File: src/rtl/flag_cond_unit.sv
// Flag and condition unit for a two-stage ARM-like pipeline.
// Tracks flag-setting instructions that are in flight, stalls ID when its
// condition would read stale flags, forwards EXE flags when exactly one
// writer is outstanding, and registers the issue/condition result into EXE.
module flag_cond_unit (
    input  logic       clk,
    input  logic       rst,
    input  logic       id_valid,
    input  logic [3:0] id_cond,
    input  logic       id_s,
    input  logic       flush,
    input  logic       flag_we,
    input  logic [3:0] status_in,
    output logic [3:0] status_q,
    output logic       carry_q,
    output logic       id_stall,
    output logic       id_cond_pass,
    output logic       exe_valid_q,
    output logic       exe_cond_pass_q
);

    // Outstanding flag writers that have issued but not yet written (0..3).
    logic [1:0] count_q;
    logic [1:0] count_next;
    logic [3:0] eval_flags;
    logic       needs_flags;
    logic       hazard;
    logic       issue;

    // Evaluate an ARM condition field against flags ordered {N,Z,C,V}.
    function automatic logic cond_eval(input logic [3:0] cond, input logic [3:0] flags);
        logic n, z, c, v;
        n = flags[3];
        z = flags[2];
        c = flags[1];
        v = flags[0];
        case (cond)
            4'b0000: cond_eval = z;
            4'b0001: cond_eval = !z;
            4'b0010: cond_eval = c;
            4'b0011: cond_eval = !c;
            4'b0100: cond_eval = n;
            4'b0101: cond_eval = !n;
            4'b0110: cond_eval = v;
            4'b0111: cond_eval = !v;
            4'b1000: cond_eval = c & !z;
            4'b1001: cond_eval = !c | z;
            4'b1010: cond_eval = (n == v);
            4'b1011: cond_eval = (n != v);
            4'b1100: cond_eval = !z & (n == v);
            4'b1101: cond_eval = z | (n != v);
            default: cond_eval = 1'b1;
        endcase
    endfunction

    // Hazard detection, flag forwarding, stall and issue decisions.
    always_comb begin
        needs_flags  = (id_cond[3:1] != 3'b111);
        hazard       = (count_q >= 2'd2) || ((count_q == 2'd1) && !flag_we);
        // With one writer outstanding and it writing now, its flags are the
        // ones the ID instruction must see.
        eval_flags   = (flag_we && (count_q == 2'd1)) ? status_in : status_q;
        id_stall     = id_valid && !flush &&
                       ((needs_flags && hazard) ||
                        (id_s && (count_q == 2'd3) && !flag_we));
        issue        = id_valid && !id_stall && !flush;
        id_cond_pass = cond_eval(id_cond, eval_flags);
    end

    // Next pending count: issue of an S instruction adds, a flag write retires.
    always_comb begin
        count_next = count_q;
        if (flush) begin
            count_next = 2'd0;
        end else begin
            if (issue && id_s) begin
                count_next = count_next + 2'd1;
            end
            if (flag_we && (count_q != 2'd0)) begin
                count_next = count_next - 2'd1;
            end
        end
    end

    // Architectural flags, pending counter and EXE issue registers.
    always_ff @(posedge clk or posedge rst) begin
        if (rst) begin
            status_q        <= 4'b0000;
            count_q         <= 2'd0;
            exe_valid_q     <= 1'b0;
            exe_cond_pass_q <= 1'b0;
        end else begin
            if (flag_we) begin
                status_q <= status_in;
            end
            count_q         <= count_next;
            exe_valid_q     <= issue;
            exe_cond_pass_q <= issue && id_cond_pass;
        end
    end

    assign carry_q = status_q[1];

endmodule

File: config.mk
export PLATFORM = sky130hd
export DESIGN_NAME = flag_cond_unit
export DESIGN_NICKNAME = d
export VERILOG_FILES = /design/src/rtl/flag_cond_unit.sv
export SDC_FILE = /design/constraint.sdc
export NUM_CORES = 1
export LEC_CHECK = 0
export CAP_MARGIN = 20
export CORE_ASPECT_RATIO = 1.5
export CORE_UTILIZATION = 35
export CTS_CLUSTER_SIZE = 12
export DETAILED_ROUTE_END_ITERATION = 8
export PLACE_DENSITY = 0.74
export SLEW_MARGIN = 20
export SYNTH_ARGS = -nofsm -noshare
export SYNTH_HDL_FRONTEND = slang
export SYNTH_SLANG_ARGS = --single-unit
File: constraint.sdc
create_clock -name clk -period 3.12 [get_ports clk]
set_input_delay 0.468 -clock clk [delete_from_list [all_inputs] [get_ports clk]]
set_output_delay 0.468 -clock clk [all_outputs]
set_load 0.05 [all_outputs]
## Word level (Yosys, flattened, before mapping)

Index checks and enable logic that the tools add are counted.

- Register bits after elaboration: 8
- Output and inout port bits: 9

- Add/subtract/negate cells: 2
- Equality and inequality tests: 18
- Reduce and logical (&&, ||, !) cells: 23
- Muxes and demuxes: 6
- Bitwise gates (word level): 4
- Order comparisons: 1

Operators by type and width:

| kind | count |
|---|---|
| equality test 4 bit (second input constant) | 6 |
| equality test 4 x 3 -> 1 bit (second input constant) | 4 |
| case mux 1 bit (14 select lines) | 1 |
| logical AND 1 bit | 12 |
| equality test 4 x 2 -> 1 bit (second input constant) | 2 |
| 2-to-1 mux 2 bit | 4 |
| logical NOT 1 bit | 7 |
| equality test 4 x 1 -> 1 bit (second input constant) | 1 |
| logical NOT 4 bit | 1 |
| 2-to-1 mux 4 bit | 1 |
| != test 3 bit (second input constant) | 1 |
| adder 2 x 1 -> 2 bit (second input constant) | 1 |
| AND 1 bit | 2 |
| equality test 2 x 1 -> 1 bit (second input constant) | 1 |
| equality test 2 bit (second input constant) | 1 |
| >= comparator 2 bit (second input constant) | 1 |
| logical OR 1 bit | 2 |
| bitwise OR 1 bit | 2 |
| nonzero test 2 bit | 1 |
| subtractor 2 x 1 -> 2 bit (second input constant) | 1 |
| equality test 1 bit | 1 |
| != test 1 bit | 1 |

## Longest topological paths before layout

- Depth in word-level cells: 15
- Depth in mapped cells: 7
- Mapped depth without buffers: 7

## Least setup slack after synthesis

OpenSTA, ideal clock, no wires.

- Path type: register -> output
- Start: register count_q[1]
- End: output port id_cond_pass
- Data arrival time: 2,470 ps
- Data required time: 2,652 ps
- Slack: 182 ps
- Stages on the path, launching flop included: 8
- Cell sequence: dfrtp_1 inv_1 ha_1 nand2_2 a2111o_1 nor4b_1 mux2_4 a21oi_1

- Cells in the longest elaborated chain, start to end: 6
- Elaborated cells on any way between the ends: 14
- Those cells by class: 3 x eq/ne; 2 x mux; 4 x bitwise; 5 x reduce/logical

RTL lines:

| item | line | text |
|---|---|---|
| from (decl) | 23 | `logic [1:0] count_q;` |
| from (signal assigned) | 96 | `count_q <= count_next;` |
| equality test 2 x 1 -> 1 bit * | 62 | `eval_flags = (flag_we && (count_q == 2'd1)) ? status_in : status_q;` |
| logical AND 1 bit * | 62 |  |
| 2-to-1 mux 4 bit * | 62 |  |
| != test 1 bit, or another cell as far along | 49, 51 |  |
| bitwise OR 1 bit, or another cell as far along | 51 | `4'b1101: cond_eval = z \| (n != v);` |
| case mux 1 bit (14 select lines) * | 37 | `case (cond)` |
| to (decl) | 17 | `output logic id_cond_pass,` |

Every way passes the cells marked *; elsewhere a longest branch is shown, timed or not.

## Worst setup path after layout

- Start: input port flag_we
- End: output port id_cond_pass

- Cells in the longest elaborated chain, start to end: 5
- Elaborated cells on any way between the ends: 13
- Those cells by class: 2 x eq/ne; 2 x mux; 4 x bitwise; 5 x reduce/logical

RTL lines:

| item | line | text |
|---|---|---|
| from (decl) | 12 | `input logic flag_we,` |
| logical AND 1 bit * | 62 |  |
| 2-to-1 mux 4 bit * | 62 |  |
| != test 1 bit, or another cell as far along | 49, 51 |  |
| bitwise OR 1 bit, or another cell as far along | 51 |  |
| case mux 1 bit (14 select lines) * | 37 |  |

Marks and branches as above.

==> impl_metrics.ini <==
[status]
status = finished clean

[min_path]
hp-class = in2async

[route]
avgViaCountPerCell = 5.31
via_count = 664
avgRoutedWirePerCell_um = 13.5
drt_iter0_markers = 4
wl_um = 1690
drtAntennaViolNets = 0
first_pass_iters = 2
drc = 0

[floorplanning]
start_util_pct = 37.7
die_w_um = 38.5
rows = 19
core_um2 = 1850
die_h_um = 56.7
die_area_um2 = 2180
io_pins = 23

[synth]
synth_area_leaders = dfrtp_1 (29%), xnor2_1 (7.5%), ha_1 (7.2%)
ys_warn_count = 0
yosys.area.top_type_share_pct = 28.7
synth_area_um2 = 698
syn_avg_cell_area_um2 = 8.84
syn_nets = 97
synth.most_common_cell = dfrtp_1
ys_ff_latch = 8
ys_top_cells_by_count = dfrtp_1 (8), inv_1 (6), nand2_1 (6), nor2_1 (6), xnor2_1 (6)
yosysSeqAreaShare_pct = 28.7
synth-main-ff-cell = dfrtp_1
yosys.area.top_type = dfrtp_1
ys_types = 33
async_flop_share_pct = 100
synth-edff-count = 0
syn_inst = 79

[critical_path]
worst_setup_path_start_kind = input pin
worst-setup-path-type = in2out
worstPathRequired_ps = 2650
critPathMaxFanout = 9
endpoint_kind = primary output
worstPathArrival_ps = 2510

[timing]
hold_viol = 0
setup_viol = 0
relSlewSlack_pct = 66.0
fin_worst_skew_ps = 3.19
slew_violations = 0
fin_crit_sh_pct = 95.6
tns_ps = 0
grt_setup_unrepaired = no
tightestPinTransition_ps = 508
max_freq_ghz = 0.335
min_period_ps = 2980

[global_routing]
overflow = 0
grt_pass1_wl_um = 2620
grt_start_max_net_pins = 10
grt_antenna_before_repair = 0
grt_usage_pct = 16.8
grt_pass1_vias = 643

[finish]
antenna_cells = 0
synthToLayoutAreaGrowth_pct = 42.1
multi_input_area_um2 = 470
fin_nets = 124
drive_gt1_share_pct = 15.4
num-fill-cells = 179
register_area_um2 = 200
stdcell_count = 125

[placed_design]
place_congestion = 0.780
io_buffers = 22
dpl.hpwl_um = 1350
dp.cells = 122

[power_and_ir_drop]
power_density_nw_per_um2 = 576
power.leakage_nw = 0.424
ir_drop_uv = 369
p_total_uw = 572

[clock_network]
clock_latency_ps = 250
cts_buffers = 3
cts_tree = done
cts.clk_slew.worst_paths_ps = 50
cts_root_buf = clkbuf_4
cts_hold_buf = 0
cts_sinks = 8
clock_path_buffers = 2
ctsHtreeMaxLevel = 1

[job]
max_cap_violations = 0
-- timing repair --
| action | in CTS | in global routing |
|---|---|---|
| resized for setup | 0 | 3 |
| setup buffers | 0 | 0 |
| setup endpoints to repair | 0 | 1 |
| endpoints found under the hold margin | 0 | 0 |
-- cells in the final DEF, fill, tap and decap left out, drive strengths merged --
cell / netlist / routed
a2111o: 1 / 1
a2111oi: 1 / 1
a211oi: 5 / 5
a21oi: 2 / 2
a221o: 1 / 1
a31oi: 1 / 1
and2: 2 / 2
and3: 4 / 4
and4b: 1 / 1
buf: 1 / 5
clkbuf: 2 / 3
clkdlybuf4s50: 0 / 20
dfrtp: 8 / 8
ha: 4 / 4
inv: 6 / 6
mux2: 4 / 4
mux2i: 1 / 1
nand2: 7 / 7
nand2b: 1 / 1
nand3: 1 / 1
nand4b: 1 / 1
nor2: 6 / 6
nor2b: 5 / 5
nor4b: 1 / 1
o2111ai: 1 / 1
o21a: 1 / 1
o21ai: 2 / 2
o221ai: 1 / 1
o31a: 1 / 1
o31ai: 1 / 1
xnor2: 6 / 6
-- final cells by class --
type / instances / share of cell area, %
multi-input cells: 62 / 47.4
repair buffers: 25 / 25.2
flip-flops and latches: 8 / 20.2
well taps: 21 / 2.65
clock buffers: 3 / 2.27
inverters: 6 / 2.27
-- report_power, final --
part           total, mW  switching (mW)  internal [mW]
registers          0.151          0.0253          0.126
clock network     0.0777          0.0338         0.0439
logic              0.343           0.190          0.152
-- critical path, cell delays in order --
cell,delay (ps)
clkdlybuf4s50_1,580
nand2_2,160
a2111o_1,420
nor4b_2,170
mux2_4,320
a21oi_1,220
buf_12,170
-- sequential cells by signal, indices dropped and copies added, names as in the netlist --
register and cells:
exe_valid_q 1, exe_cond_pass_q 1, count_q 2, status_q 4
-- logic make-up after synthesis --
| logic type | share of synthesized area, % |
|---|---|
| multiplexers | 8.42 |
| XOR/XNOR | 7.53 |
| buffers and inverters | 5.38 |
| flip-flops | 28.7 |
| AO/OA/AOI/OAI | 20.1 |
| adder cells (fa/ha/maj) | 7.17 |
| AND/OR/NAND/NOR | 22.8 |
-- per-stage QoR --
step / setup WS (ps) / util [%] / hold slack, ps / cell area, um2
6_report: 139 / 53.5 / 464 / 992
5_1_grt: 14.7 / 53.5 / 488 / 992
4_1_cts: 120 / 53.0 / 474 / 982
3_5_place_dp: 145 / 51.8 / 584 / 960
3_3_place_gp: 173 / 51.8 / 581 / 960
2_1_floorplan: 182 / - / 284 / 698
-- final timing paths --
check | cells after the start | start | slack, ps | end
worst max-delay path | 7 | flag_we | 140 | id_cond_pass
worst min-delay path | 2 | rst | 460 | exe_cond_pass_q
worst max register to register | 7 | count_q[1] | 1010 | exe_cond_pass_q
worst min register to register | 1 | status_q[0] | 590 | status_q[0]
max in group asynchronous | 2 | rst | 2410 | status_q[0]
min in group clk | 1 | status_q[0] | 590 | status_q[0]
-- metal layers --
metal | track usage, % | routed length (um)
met5 | 0 | 0
met2 | 31.5 | 905
met1 | 17.0 | 710
met3 | 2.37 | 54
met4 | 7.39 | 22
Power figures use the tool's default switching activity.
